===== src/rtl/exp_f32_stream_packer.sv =====
// rtl/exp_f32_stream_packer.sv - packs a stream of fp32 samples into LANES-wide output beats
module exp_f32_stream_packer #(
    parameter int                      LANES        = 4,
    parameter int                      S_DATA_WIDTH = 32,
    parameter int                      M_DATA_WIDTH = LANES * S_DATA_WIDTH,
    parameter logic [S_DATA_WIDTH-1:0] PAD_VALUE    = 32'h0000_0000
) (
    input  logic                      aclk,
    input  logic                      reset,
    input  logic [S_DATA_WIDTH-1:0]   s_tdata,
    input  logic                      s_tlast,
    input  logic                      s_tvalid,
    output logic                      s_tready,
    output logic [M_DATA_WIDTH-1:0]   m_tdata,
    output logic [M_DATA_WIDTH/8-1:0] m_tkeep,
    output logic                      m_tlast,
    output logic                      m_tvalid,
    input  logic                      m_tready,
    output logic [31:0]               packet_count
);

    localparam int CNT_W      = (LANES > 1) ? $clog2(LANES) : 1;
    localparam int LANE_BYTES = S_DATA_WIDTH / 8;
    localparam int KEEP_W     = M_DATA_WIDTH / 8;
    localparam logic [M_DATA_WIDTH-1:0] PAD_BEAT = {LANES{PAD_VALUE}};

    logic [CNT_W-1:0]        r_cnt;
    logic [M_DATA_WIDTH-1:0] r_buf;
    logic [M_DATA_WIDTH-1:0] r_m_tdata;
    logic [KEEP_W-1:0]       r_m_tkeep;
    logic                    r_m_tlast;
    logic                    r_m_tvalid;
    logic [31:0]             r_packet_count;

    logic                    w_out_free;
    logic                    w_accept;
    logic                    w_complete;
    logic [M_DATA_WIDTH-1:0] w_buf_ins;
    logic [KEEP_W-1:0]       w_keep_next;

    // A held beat blocks input, so the stalled beat can never be overwritten
    assign w_out_free = !r_m_tvalid || m_tready;
    assign s_tready   = w_out_free && !reset;
    assign w_accept   = s_tvalid && s_tready;
    assign w_complete = w_accept && (s_tlast || (r_cnt == CNT_W'(LANES - 1)));

    // Buffer with the incoming sample dropped into its lane, plus the keep mask up to that lane
    always_comb begin
        w_buf_ins   = r_buf;
        w_keep_next = '0;
        for (int i = 0; i < LANES; i++) begin
            if (r_cnt == CNT_W'(i)) begin
                w_buf_ins[i*S_DATA_WIDTH +: S_DATA_WIDTH] = s_tdata;
            end
            if (CNT_W'(i) <= r_cnt) begin
                w_keep_next[i*LANE_BYTES +: LANE_BYTES] = '1;
            end
        end
    end

    // Assembly side: lane counter and partially filled buffer
    always_ff @(posedge aclk) begin
        if (reset) begin
            r_cnt <= '0;
            r_buf <= PAD_BEAT;
        end else if (w_accept) begin
            if (w_complete) begin
                r_cnt <= '0;
                r_buf <= PAD_BEAT;
            end else begin
                r_cnt <= r_cnt + CNT_W'(1);
                r_buf <= w_buf_ins;
            end
        end
    end

    // Output side: a completing beat loads directly, replacing any beat accepted this cycle
    always_ff @(posedge aclk) begin
        if (reset) begin
            r_m_tvalid <= 1'b0;
            r_m_tdata  <= '0;
            r_m_tkeep  <= '0;
            r_m_tlast  <= 1'b0;
        end else if (w_complete) begin
            r_m_tvalid <= 1'b1;
            r_m_tdata  <= w_buf_ins;
            r_m_tkeep  <= w_keep_next;
            r_m_tlast  <= s_tlast;
        end else if (m_tready) begin
            r_m_tvalid <= 1'b0;
        end
    end

    // Count packets as their final beat is handed off downstream
    always_ff @(posedge aclk) begin
        if (reset) begin
            r_packet_count <= '0;
        end else if (r_m_tvalid && m_tready && r_m_tlast) begin
            r_packet_count <= r_packet_count + 32'd1;
        end
    end

    assign m_tdata      = r_m_tdata;
    assign m_tkeep      = r_m_tkeep;
    assign m_tlast      = r_m_tlast;
    assign m_tvalid     = r_m_tvalid;
    assign packet_count = r_packet_count;

endmodule


===== config.mk =====
export PLATFORM = sky130hd
export DESIGN_NAME = exp_f32_stream_packer
export DESIGN_NICKNAME = d
export VERILOG_FILES = /design/src/rtl/exp_f32_stream_packer.sv
export SDC_FILE = /design/constraint.sdc
export NUM_CORES = 1
export LEC_CHECK = 0
export ABC_AREA = 1
export BUFFER_PORTS_ARGS = -buffer_cell sky130_fd_sc_hd__buf_2
export CORE_AREA = 5 5 237 216
export CTS_BUF_LIST = sky130_fd_sc_hd__clkbuf_16
export DETAILED_ROUTE_END_ITERATION = 12
export DIE_AREA = 0 0 242 221
export GPL_TIMING_DRIVEN = 0
export PLACE_DENSITY = 0.52
export SYNTH_ARGS = -nofsm -noshare
export SYNTH_HDL_FRONTEND = slang
export SYNTH_SLANG_ARGS = --single-unit

===== constraint.sdc =====
create_clock -name aclk -period 1.8 [get_ports aclk]
set_input_delay 0.18 -clock aclk [delete_from_list [all_inputs] [get_ports aclk]]
set_output_delay 0.18 -clock aclk [all_outputs]
set_load 0.005 [all_outputs]

Yosys cells after proc, flatten, opt, wreduce, memory -nomap -nowiden
Index checks and enable logic that the tools add are counted.
{ "word_totals": {"inputBits": 37, "output_inout_bits": 179, "elab_cells": 39, "regBits": 308} }
{ "op_classes": {"eq_ne": 3, "mux": 12, "n_addsub": 2, "n_lt_le_gt_ge": 4, "reduce_logical": 11} }
{ "op_table": {"columns": ["op", "count"], "rows": [
  ["$mux W128", 1],
  ["$mux W32", 4],
  ["$add A32 B1 Y32 const B", 1],
  ["$mux W4", 4],
  ["$logic_and A1 B1 Y1", 5],
  ["$eq A2 B2 Y1 const B", 2],
  ["$le A1 B2 Y1 const A", 2],
  ["$le A2 B2 Y1 const A", 2],
  ["$add A2 B1 Y2 const B", 1],
  ["$eq A2 B1 Y1 const B", 1],
  ["$logic_not A1 Y1", 2],
  ["$logic_not A2 Y1", 1],
  ["$logic_or A1 B1 Y1", 2],
  ["$mux W1", 2],
  ["$mux W2", 1],
  ["$reduce_bool A2 Y1", 1]
]} }

Longest topological paths before layout
Gate-level depths: netlist of run 1.
{ "depth": {"depth_word": 6, "ltp_mapped": 10, "mapped_depth_nobuf": 9} }

Worst setup path before layout of run 1
Ideal clock, no wire load.
{ "synth_timing": {"path_kind": "flip-flop to flip-flop", "startpoint": "register r_cnt[0]", "endpoint": "register r_m_tdata[88] (netlist: m_tdata[88])", "arrival_time_ns": 1.406, "n_path_buf": 2, "setup_slack_ns": 0.278, "setup_time_ns": 0.116, "synth_period_minus_slack_ns": 1.522, "t_required_ns": 1.684, "stages_incl_launch_ff": 8, "path_cell_list": "dfxtp_1 -> inv_1 -> ha_1 -> clkbuf_1 -> clkbuf_1 -> o21ai_0 -> o21ai_0 -> nor2_1"} }
{ "synth_via": {"elab_chain_cells": 3, "elab_cells_between_ends": 5, "classes_between": "2 x eq/ne; 1 x mux; 2 x reduce/logical"} }
{ "synth_lines": {"columns": ["element", "line", "source"], "rows": [
  ["start: declaration", "27", "logic [CNT_W-1:0] r_cnt;"],
  ["start signal: assignment", "71", "r_cnt <= r_cnt + CNT_W'(1);"],
  ["$eq A2 B2 Y1", "45", "assign w_complete = w_accept && (s_tlast || (r_cnt == CNT_W'(LANES - 1)));"],
  ["$logic_or A1 B1 Y1", "45", null],
  ["$logic_and A1 B1 Y1", "45", null],
  ["end signal: assignment", "86", "r_m_tdata <= w_buf_ins;"],
  ["end: declaration", "29", "logic [M_DATA_WIDTH-1:0] r_m_tdata;"]
]} }
Parallel ways exist; a longest one is shown, timed or not.
A chain may end at the register's enable or synchronous reset.

Final worst setup path of run 1
{ "layout_timing": {"startpoint": "register r_cnt[0]", "endpoint": "register r_m_tdata[79] (netlist: m_tdata[79])"} }
The elaborated chain is that of the path after synthesis.

==> metrics.md, run 1 <==
| Metric | Value |
|---|---|
| Max Used Layer | met5 |
| Status | complete, no violations |
| Clock Latency Late Sink | 0.54 ns |
| Synthesized flop and latch total | 296 |
| Clock transition at path regs | 0.06 ns |
| Warnings, synthesis | 0 |
| Worst slew margin | 0.555 |
| P&R area growth vs syn | 27.2% |
| Worst EP required | 2.21 ns |
| Power Dens Cells | 1010 mW/mm² |
| P_leak | 6.39 nW |
| PortBufs | 214 |
| Unique masters post-synth | 27 |
| Final setup TNS | 0 ns |
| Crit path arrival time | 2.13 ns |
| Met3 wire len | 3440 µm |
| Endpoint type of the worst setup path | register |
| Post-route cell area | 0.0152 mm² |
| Hold violation total from the final report | 0 |
| Syn Std Cell Area | 0.0120 mm² |
| Max Clk Rate | 0.582 GHz |
| Startpoint types | register |
| Dpl hpwl | 32800 µm |
| DRT iter0 DRCs | 803 |
| Mean Syn Cell Area | 7.20 µm² |
| Reg2Reg Setup Slack | 0.08 ns |
| Synth Area in Simple Gates | 0.228 |
| TritonCTS clock tree | done |
| Final hold slack | 0.113 ns |
| Multiplexer share of the synthesized area | 0 |
| Gpl congestion | 0.850 |
| Core Area | 0.0486 mm² |
| Ports | 216 |
| Complex-gate fraction of the synthesized area | 0.170 |
| Share of layout cells above drive strength 1 | 0.193 |
| Worst setup path category | reg -> reg |
| Area of the die | 0.0535 mm² |
| Met1 wire length | 19300 µm |
| Initial Utilization | 0.246 |
| Die W | 242 µm |
| Crit path max fanout | 10 |
| Synth area leader | dfxtp_1 |
| TritonCTS Buffers | 36 |
| Routed via count | 11600 |
| Vias in the first global route | 10900 |
| Maximum buffer depth of the clock tree | 3 |
| Place WS | -0.379 ns |
| DR WL met2 | 20000 µm |
| Synth Net Count | 1706 |
| Final Net Count | 1963 |
| Max-Cap Viols | 0 |
| Aggregate global routing overflow | 0 |
| Routed WL | 44600 µm |
| Largest net degree at the start of global routing | 14 |
| Synth Area in XOR/XNOR | 0.000732 |
| CTS H-tree depth | 2 |
| Post-route setup slack | 0.0818 ns |
| 1st-pass router iterations | 5 |
| First-pass GRT wire length | 66500 µm |
| Worst slew pin tran | 0.667 ns |
| Clk_skew | 0.0224 ns |
| Mapped Cells | 1663 |
| Residual DRC count | 0 |
| Fin crit period | 1.72 ns |
| Fin. max-slew vios | 0 |
| Area contributors post-synth | dfxtp_1, o21ai_0, nand2_1 |
| Antenna violations before repair | 2 |
| # clock sinks | 296 |
| Post-layout util | 0.313 |
| Die H | 221 µm |
| Routed len/inst | 17.3 µm |
| Antenna-violating nets left | 0 |
| Main combinational cell family by area after synthesis | simple AND/OR/NAND/NOR gates |
| GRT Total Usage | 0.159 |
| Worst Hold Class | in -> reg |
| Final setup viols | 0 |
| Worst ir drop on vdd | 0.000492 V |
| RSZ-0062 raised after global routing | true |
| Via-to-Cell Ratio | 4.50 |
| Root Buffer | clkbuf_16 |
| Top cell type's share of synthesized area | 0.495 |
| Synth Area in Adders | 0.00627 |
| Fin crit share | 0.955 |
| Rows | 77 |
| Placed cell area | 0.0138 mm² |
| Register area share after synthesis | 0.495 |
## cells in the mapped netlist
master    instances
o21ai_0         303
dfxtp_1         296
nand2_1         294
nor2_1          293
inv_1           177
clkbuf_1         63
nand3_1          38
nor3_1           37
a211oi_1         32
o21ai_1          32
buf_2            26
a21oi_1          18
buf_4            17
nand4_1           8
buf_1             6
ha_1              6
nor2_2            3
o21a_1            3
nand2_4           2
nor2_4            2
buf_6             1
inv_2             1
inv_4             1
nor2_8            1
nor2b_1           1
nor3b_1           1
xor2_1            1
## power by group
part,internal [W],leakage [nW],switching [W]
Clock,0.00422,0.566,0.00291
Sequential,0.00677,2.40,0.000113
Combinational,0.000458,3.42,0.000963
## logic make-up after synthesis
kind of cell | Yosys count
AOI/OAI and AO/OA | 388
xor gates and xnor gates | 1
adders and majority gates | 6
buffers and inverters | 292
DFF | 296
and+or+nand+nor | 680
## per-layer routing
| metal | GRT usage | up-vias |
|---|---|---|
| li1 | - | 5809 |
| met1 | 0.203 | 5359 |
| met2 | 0.252 | 326 |
| met3 | 0.0485 | 84 |
| met4 | 0.0615 | 2 |
| met5 | 0 | - |
## final timing paths
path	cells after the start	end	startpoint
worst max register to register	8	m_tdata[79]	r_cnt[0]
worst min-delay path	3	m_tdata[124]	s_tdata[28]
worst max-delay path	8	m_tdata[79]	r_cnt[0]
worst min register to register	2	r_buf[120]	r_buf[120]
## flip-flops by register name, indices dropped and copies added (netlist names)
signal	cells
m_tdata	128
m_tkeep	4
packet_count	32
r_cnt	2
m_tvalid	1
r_buf	128
m_tlast	1
## critical path: stages, from the launching register on
cell	delay [ns]
dfxtp_2	0.38
inv_2	0.09
ha_1	0.22
clkbuf_4	0.19
clkbuf_2	0.21
nand2_1	0.10
o21ai_0	0.12
o21ai_2	0.22
nor2_1	0.06
## placed cells by master, fill, tap and decap left out, types with 22 or more instances in the layout
cell	count
buf_4	22
nand3_1	36
nand2_1	294
clkbuf_16	36
o21ai_1	43
clkbuf_1	30
dfxtp_1	294
buf_2	235
o21ai_0	284
a211oi_1	32
nor3_1	37
nor2_1	287
clkbuf_2	25
inv_1	178
## repair_timing
action,4_1_cts,5_1_grt
endpoints found under the hold margin,3,0
resized for setup,49,62
cloned,0,0
setup buffers,0,5
hold buffers,2,0
endpoints found under the setup margin,209,154
pin swaps,1,7
## final cells by class
class                      count  area, µm²
tap                          632        791
clock buffer                  36        901
clock inverter                24        235
timing repair buffer         221       1130
fill                        5242      33300
multi-input combinational   1075       4950
sequential                   296       5930
antenna                        1       2.50
buffer                       111        609
inverter                     179        677
## per-stage QoR
stage               cells  total power [W]
floorplan            1663          0.00772
global placement     2509          0.00838
detailed placement   2509          0.00840
CTS                  2569           0.0156
global route         2575           0.0161
finish               2575           0.0154
No activity file was read; power rests on OpenSTA's default activity.
==> inputs of run 2 (changes only) <==
==> constraint.sdc (replaced) <==
create_clock -name aclk -period 1.7 [get_ports aclk]
set_input_delay 0.17 -clock aclk [delete_from_list [all_inputs] [get_ports aclk]]
set_output_delay 0.17 -clock aclk [all_outputs]
set_load 0.005 [all_outputs]
==> metrics.md, run 2 (synthesized netlist as in run 1, its figures left out) <==
| Metric | Value |
|---|---|
| HP Start | s_tdata[28] (unchanged) |
| Worst Hold Class | in -> reg (unchanged) |
| Routed len/inst | 17.3 µm (about the same) |
| Most common cell after layout, fill and taps aside | nand2_1 |
| Dpl hpwl | 32800 µm (unchanged) |
| Internal power | 0.0122 W (was 0.0115 W) |
| Ports | 216 (unchanged) |
| Seq pwr share | 0.445 (was 0.446) |
| Rows | 77 (unchanged) |
| Delay-heaviest family, CP | buffers and inverters (unchanged) |
| Antenna violations before repair | 2 (unchanged) |
| Initial Utilization | 0.246 (unchanged) |
| RSZ-0062 raised after global routing | true (unchanged) |
| Worst slew pin tran | 0.814 ns (was 0.667 ns) |
| Worst Path Buf+Inv | 3 (unchanged) |
| First-pass GRT wire length | 66600 µm (was 66500 µm) |
| P&R area growth vs syn | 29.3% (was 27.2%) |
| CTS H-tree depth | 2 (unchanged) |
| Fin crit period | 1.67 ns (was 1.72 ns) |
| Hold violation total from the final report | 0 (unchanged) |
| Clock share of power | 0.461 (was 0.462) |
| Filler cell count | 5212 (was 5242) |
| Via-to-Cell Ratio | 4.52 (was 4.50) |
| Clk_skew | 0.0217 ns (was 0.0224 ns) |
| CP peak stage delay | 0.39 ns (was 0.38 ns) |
| Worst ir drop on vdd | 0.000524 V (was 0.000492 V) |
| Final hold slack | 0.104 ns (was 0.113 ns) |
| Status | complete, no violations (unchanged) |
| DRT iter0 DRCs | 860 (was 803) |
| Routed via count | 11700 (was 11600) |
| Slowest CP cell | dfxtp_4 (was dfxtp_2) |
| Antenna-violating nets left | 0 (unchanged) |
| PortBufs | 214 (unchanged) |
| Fin. max-slew vios | 0 (unchanged) |
| Die W | 242 µm (unchanged) |
| Startpoint types | register (unchanged) |
| Max-Cap Viols | 0 (unchanged) |
| TritonCTS clock tree | done (unchanged) |
| Routed WL | 44700 µm (was 44600 µm) |
| 1st-pass router iterations | 5 (unchanged) |
| Clock Latency Late Sink | 0.54 ns (about the same) |
| Gpl congestion | 0.850 (unchanged) |
| P_leak | 6.50 nW (was 6.39 nW) |
| Largest net degree at the start of global routing | 14 (unchanged) |
| Worst setup path category | reg -> reg (unchanged) |
| CP cell instances | ha_4, nor2_4, buf_4, nor2_8, inv_6, clkbuf_2, o21ai_1, nor2_1 (was inv_2, ha_1, clkbuf_4, clkbuf_2, nand2_1, o21ai_0, o21ai_2, nor2_1) |
| Root Buffer | clkbuf_16 (unchanged) |
| Switching part of the total power | 0.259 (was 0.258) |
| Vias in the first global route | 11000 (was 10900) |
| Post-Layout Cell Count | 2582 (was 2575) |
| Area of the die | 0.0535 mm² (unchanged) |
| Worst EP required | 2.13 ns (was 2.21 ns) |
| Crit path max fanout | 10 (unchanged) |
| Placed Instances | 2509 (unchanged) |
| Switching pwr | 0.00424 W (was 0.00398 W) |
| Comb power frac | 0.095 (was 0.092) |
| Crit path arrival time | 2.10 ns (was 2.13 ns) |
| Worst R2R Start | r_cnt[1] (was r_cnt[0]) |
| Final setup TNS | 0 ns (unchanged) |
| Worst Setup SP | r_cnt[1] (was r_cnt[0]) |
| Maximum buffer depth of the clock tree | 3 (unchanged) |
| Worst slew margin | 0.458 (was 0.555) |
| Most frequent cells in the layout | nand2_1, dfxtp_1, nor2_1 (unchanged) |
| Clock transition at path regs | 0.06 ns (about the same) |
| Die H | 221 µm (unchanged) |
| Final Net Count | 1970 (was 1963) |
| TritonCTS Buffers | 36 (unchanged) |
| GRT Total Usage | 0.159 (about the same) |
| Power Dens Cells | 1060 mW/mm² (was 1010 mW/mm²) |
| Core Area | 0.0486 mm² (unchanged) |
| Max Clk Rate | 0.598 GHz (was 0.582 GHz) |
| Aggregate global routing overflow | 0 (unchanged) |
| Fin crit share | 0.984 (was 0.955) |
| Residual DRC count | 0 (unchanged) |
| Endpoint type of the worst setup path | register (unchanged) |
| Final setup viols | 0 (unchanged) |
| Share of layout cells above drive strength 1 | 0.209 (was 0.193) |
| # clock sinks | 296 (unchanged) |
run 2: worst min-delay path, delay by kind of cell:
family	cells	cell delay, ns
buf+inv	1	0.16
compound gates	2	0.25
run 2: power groups by stage:
stage / Clock (W) / Combinational [W] / Sequential (W)
floorplan: 0 / 0.000742 / 0.00743
global placement: 0 / 0.00144 / 0.00743
detailed placement: 0 / 0.00145 / 0.00744
CTS: 0.00776 / 0.00152 / 0.00730
global route: 0.00802 / 0.00172 / 0.00732
finish: 0.00755 / 0.00155 / 0.00729
run 2: path summary, 6_finish.rpt:
kind	endpoint	slack (ns)	depth (start not counted)
worst max-delay path	m_tdata[28]	0.03	8
worst min-delay path	m_tdata[124]	0.10	3
worst max register to register	m_tdata[28]	0.03	8
worst min register to register	r_buf[120]	0.44	2
run 2: metal layers:
| layer | GRT usage | share of wire | vias to the layer above |
|---|---|---|---|
| li1 | - | - | 5841 |
| met1 | 0.204 | 0.43 | 5407 |
| met2 | 0.252 | 0.45 | 345 |
| met3 | 0.0486 | 0.080 | 84 |
| met4 | 0.0637 | 0.040 | 2 |
| met5 | 0 | 0.00025 | - |
run 2: through the flow:
step                      utilization  total power [W]  setup WS (ns)  cell area [µm²]
after floorplan                     -          0.00818          0.178            12000
after global placement          0.285          0.00887         -0.422            13800
after detailed placement        0.285          0.00890         -0.479            13800
after CTS                       0.313           0.0166       0.000839            15200
after global routing            0.319           0.0171        -0.0494            15500
final                           0.319           0.0164         0.0277            15500
run 2: timing repair:
item	CTS	global route
setup endpoints to repair	233	182
hold buffers	2	0
hold endpoints to repair	3	0
gates resized for setup	84	132
setup buffers	4	8
pin swaps	5	14
run 2: layout make-up:
type,instances,area (µm²),share of cell area
clock inverters,24,235,0.0152
well taps,632,791,0.0511
flip-flops and latches,296,5940,0.384
inverters,179,681,0.0440
diodes,1,2.50,0.000162
clock buffers,36,901,0.0582
repair buffers,228,1180,0.0763
plain buffers,111,691,0.0446
multi-input cells,1075,5060,0.327
